**src/rtl/bus_master_arb_port.sv**
```systemverilog
// Master-side arbitration port: waits for a free slave, requests the bus,
// owns it on grant, and handles split/resume and grant-wait timeout.
module bus_master_arb_port #(
  parameter int MASTER_ID     = 0,
  parameter int GRANT_TIMEOUT = 16,
  parameter int CNT_W         = 5
) (
  input  logic       CLK,
  input  logic       RST,
  input  logic       M_START,
  input  logic [1:0] M_SLAVE_SEL,
  output logic       M_GRANTED,
  output logic       M_DONE,
  output logic       M_TIMEOUT,
  output logic       M_BADSEL,
  output logic       M_SPLIT_WAIT,
  output logic       B_REQ,
  input  logic [1:0] B_GRANT,
  output logic       B_UTIL,
  input  logic [2:0] B_SBSY,
  input  logic       B_SPLIT,
  input  logic       B_SPL_RESUME,
  input  logic       B_DONE
);

  typedef enum logic [2:0] {
    S_IDLE,
    S_WAIT_SLV,
    S_REQ,
    S_OWN,
    S_SPLIT
  } state_t;

  localparam logic [CNT_W-1:0] CNT_LAST = CNT_W'(GRANT_TIMEOUT - 1);

  state_t           state_q, state_d;
  logic [CNT_W-1:0] cnt_q, cnt_d;
  logic [1:0]       sel_q, sel_d;
  logic             done_d, tout_d, bad_d;
  logic             req_q, util_q, gnt_q, spw_q;
  logic             done_q, tout_q, bad_q;
  logic             my_grant;

  // Only this master's grant bit matters; the other is deliberately ignored.
  logic unused_grant;
  assign unused_grant = B_GRANT[1 - MASTER_ID];
  assign my_grant     = B_GRANT[MASTER_ID];

  // Next-state, counter and one-shot pulse decisions.
  always_comb begin
    state_d = state_q;
    cnt_d   = cnt_q;
    sel_d   = sel_q;
    done_d  = 1'b0;
    tout_d  = 1'b0;
    bad_d   = 1'b0;
    unique case (state_q)
      S_IDLE: begin
        cnt_d = '0;
        if (M_START) begin
          if (M_SLAVE_SEL == 2'd3) begin
            bad_d = 1'b1;
          end else begin
            sel_d   = M_SLAVE_SEL;
            state_d = S_WAIT_SLV;
          end
        end
      end
      S_WAIT_SLV: begin
        if (!B_SBSY[sel_q]) begin
          state_d = S_REQ;
          cnt_d   = '0;
        end
      end
      S_REQ: begin
        // Grant beats a coincident timeout.
        if (my_grant) begin
          state_d = S_OWN;
          cnt_d   = '0;
        end else if (cnt_q == CNT_LAST) begin
          state_d = S_IDLE;
          cnt_d   = '0;
          tout_d  = 1'b1;
        end else begin
          cnt_d = cnt_q + CNT_W'(1);
        end
      end
      S_OWN: begin
        // Done takes priority over split; grant loss is ignored here.
        if (B_DONE) begin
          state_d = S_IDLE;
          done_d  = 1'b1;
        end else if (B_SPLIT) begin
          state_d = S_SPLIT;
        end
      end
      S_SPLIT: begin
        if (B_SPL_RESUME) begin
          state_d = S_REQ;
          cnt_d   = '0;
        end
      end
      default: state_d = S_IDLE;
    endcase
  end

  // State, counter, latched select and registered outputs.
  always_ff @(posedge CLK or posedge RST) begin
    if (RST) begin
      state_q <= S_IDLE;
      cnt_q   <= '0;
      sel_q   <= 2'd0;
      req_q   <= 1'b0;
      util_q  <= 1'b0;
      gnt_q   <= 1'b0;
      spw_q   <= 1'b0;
      done_q  <= 1'b0;
      tout_q  <= 1'b0;
      bad_q   <= 1'b0;
    end else begin
      state_q <= state_d;
      cnt_q   <= cnt_d;
      sel_q   <= sel_d;
      req_q   <= (state_d == S_REQ) || (state_d == S_OWN);
      util_q  <= (state_d == S_OWN);
      gnt_q   <= (state_d == S_OWN);
      spw_q   <= (state_d == S_SPLIT);
      done_q  <= done_d;
      tout_q  <= tout_d;
      bad_q   <= bad_d;
    end
  end

  assign B_REQ        = req_q;
  assign B_UTIL       = util_q;
  assign M_GRANTED    = gnt_q;
  assign M_SPLIT_WAIT = spw_q;
  assign M_DONE       = done_q;
  assign M_TIMEOUT    = tout_q;
  assign M_BADSEL     = bad_q;

endmodule

```
**config.mk**
```make
export PLATFORM = sky130hd
export DESIGN_NAME = bus_master_arb_port
export DESIGN_NICKNAME = d
export VERILOG_FILES = /design/src/rtl/bus_master_arb_port.sv
export SDC_FILE = /design/constraint.sdc
export NUM_CORES = 1
export LEC_CHECK = 0
export ABC_AREA = 1
export ABC_CLOCK_PERIOD_IN_PS = 1000
export BUFFER_PORTS_ARGS = -buffer_cell sky130_fd_sc_hd__buf_4
export CORE_UTILIZATION = 30
export DETAILED_ROUTE_END_ITERATION = 10
export GPL_TIMING_DRIVEN = 0
export PLACE_DENSITY = 0.49
export SYNTH_ARGS = -nofsm -noshare
export SYNTH_HDL_FRONTEND = slang
export SYNTH_SLANG_ARGS = --single-unit
```
**constraint.sdc**
```tcl
create_clock -name CLK -period 1 [get_ports CLK]
set_input_delay 0.15 -clock CLK [delete_from_list [all_inputs] [get_ports CLK]]
set_output_delay 0.15 -clock CLK [all_outputs]
set_load 0.1 [all_outputs]
```
==> metrics.md <==
| Metric | Value |
|---|---|
| Placed inst area | 0.001013 mm2 |
| Largest net degree at the start of global routing | 17 |
| Vias | about 770 |
| RSZ-0062 raised after global routing | true |
| Reg2reg setup slack | -170 ps |
| Initial Utilization | 0.3255 |
| Smallest hold slack | -68.30 ps |
| Top cells by area, synth | dfrtp_1, nand2_1, nand3_1, inv_1, nor2_1 |
| Cell area after synthesis | approximately 830 um2 |
| Max-cap violation count | 0 |
| Synth area leader | dfrtp_1 |
| CTS buffer count | 3 |
| Leakage power | around 0.64 nW |
| Crit path DAT | 1060 ps |
| Routed length per instance | between 10 and 15 um |
| Clock skew | 0.9500 ps |
| Die width | 54.55 um |
| Vias in the first global route | around 710 |
| Fmax | 828.5 MHz |
| Area Growth Syn to Fin | 53.17% |
| Antenna violations before repair | 0 |
| Synth warnings | 0 |
| Worst path required time | approximately 850 ps |
| Min-Delay Path Class | in2async |
| Die height | ~55 um |
| Crit Reg-Reg Startpoint | state_q[0] |
| Crit path capture type | output pin |
| I/O pins | 20 |
| Most frequent cells in the layout | nand2_1, buf_4, inv_1 |
| Final min period | around 1200 ps |
| Synth Register Bits | 16 |
| Worst-Skew Late Latency | roughly 290 ps |
| Post-route setup slack | -207.1 ps |
| CTS sink count | 16 |
| Final period utilization | 1.207 |
| Mapped Cells | ~110 |
| Clock Pin Slew Worst Setup and Hold Paths | 100 ps |
| Reg2reg path depth | 8 |
| Die ar. | a little under 0.003 mm2 |
| Syn avg cell area | between 7 and 8 um2 |
| Initial detailed-routing violation count | 6 |
| Share of the yosys chip area belonging to registers | 0.4834 |
| Root buffer cell | clkbuf_4 |
| Peak VDD IR | 0.002741 V |
| Buf/Inv on CP | 2 |
| WL final | approximately 1800 um |
| Port Buffers | 18 |
| Max-Slew Margin vs Limit | 0.5828 |
| Max Root-Sink Buffers | 2 |
| Worst slew pin tran | 625.1 ps |
| Hold Violations, Final | 16 |
| Commonest non-fill, non-tap cell in the layout | nand2_1 |
| Reg-to-Reg End | M_GRANTED |
| Wire length of the first global-routing pass | a little over 3000 um |
| Antenna cells | 0 |
| Violated checks | negative hold slack, negative setup slack |
| # H-tree levels | 1 |
| Tot GR Track Use | 0.1465 |
| Layout net count | approximately 150 |
| DP HPWL | around 1200 um |
| Top cell type's share of synthesized area | 0.4834 |
| Design area | 0.001269 mm2 |
| Placed Cells | ~150 |
| Slowest cell delay on critical path | between 400 and 500 ps |
| Distinct cells, synth | 18 |
| Core area | about 0.0025 mm2 |
| CP Launch Type | register |
| Slowest cell on the critical path | dfrtp_4 |
| Share of cells above drive strength 1 | 0.5109 |
| Non-filler instance count after layout | ~170 |
| Final setup vio count | 21 |
| Critical path peak fanout | 2 |
| Syn_nets | roughly 120 |
| Total gr overflow | 0 |
| Drt pass-1 iters | 4 |
| Family with the most delay on the worst path | flip-flops |
| Placer Congestion | between 0.7 and 0.8 |
| ANT nets after route | 0 |
| Number of cells on the critical path | 2 |
| Run status | finished with violations |
| CTS tree | yes |
| Dpl ws | -207.1 ps |
| Layout Utilization | 0.4985 |
| CP Cell Sequence | buf_6 > buf_12 |
| Setup Crit Path Kind | reg2out |
| Power Density | roughly 2600 mW/mm2 |
| Rows | 18 |
| Avg Vias per Cell | roughly 4.6 |
| # DRC | 0 |
| Max Slew Vio Count | 0 |
==> synth_stat cells (all sizes together) <==
cell and n:
a31o 2, nand4 3, dfrtp 16, inv 15
o21ai 3, xor2 1, nor2 16, nand3 12
ha 1, or2 1, buf 1, nand2 32
nor3 2
==> state kept, by name, summed over array words and instances, names as in the netlist <==
name	cells
B_REQ	1
M_BADSEL	1
M_DONE	1
M_GRANTED	1
M_SPLIT_WAIT	1
M_TIMEOUT	1
cnt_q	5
sel_q	2
state_q	3
==> logic make-up after synthesis <==
kind of cell	after synthesis	share of synthesized area
AOI/OAI and AO/OA	5	0.03927
xor gates and xnor gates	1	0.01058
adders and majority gates	1	0.01510
buffers and inverters	16	0.07704
DFF	16	0.4834
and+or+nand+nor	66	0.3746
==> worst max path at each step <==
stage | startpoint | endpoint | slack [ps]
final | M_GRANTED | M_GRANTED | -210
after CTS | M_GRANTED | M_GRANTED | -210
after global routing | state_q[0] | cnt_q[1] | -260
after global placement | state_q[1] | cnt_q[1] | -210
after detailed placement | state_q[1] | cnt_q[0] | -210
after floorplan | cnt_q[0] | cnt_q[2] | -100
==> cell type report <==
type | count | area (um2)
buffer | 1 | 11.26
clock buffer | 4 | 36.28
fill | 245 | 1276
inverter | 15 | 56.30
multi-input combinational | 73 | 435.4
sequential | 16 | 414.1
tap | 30 | 37.54
timing repair buffer | 28 | 277.8
==> where the power goes <==
part / internal [mW] / switching [mW]
registers: 0.835 / 0.179
logic: 0.738 / 1.17
clock network: 0.222 / 0.213
total: 1.79 / 1.56
==> per-layer routing <==
layer / vias up / track usage / share of wire
li1: 396 / - / -
met1: 353 / 0.1997 / 0.46
met2: 20 / 0.2195 / 0.49
met3: 4 / 0.02500 / 0.039
met4: 0 / 0.07692 / 0.013
met5: - / 0 / 0
==> stage by stage <==
stage / TNS [ps] / total power [mW]
2_1_floorplan: -556.3 / 2.083
3_3_place_gp: -1748 / 2.373
3_5_place_dp: -1769 / 2.384
4_1_cts: -2191 / 3.201
5_1_grt: -3503 / 3.583
6_report: -2077 / 3.356
==> what timing repair did <==
action | 4_1_cts | 5_1_grt
endpoints found under the hold margin | 16 | 16
buffers inserted | 8 | 2
resized for setup | 24 | 15
cloned | 0 | 0
pin swaps | 8 | 5
setup endpoints to repair | 21 | 22
Power figures use the tool's default switching activity.
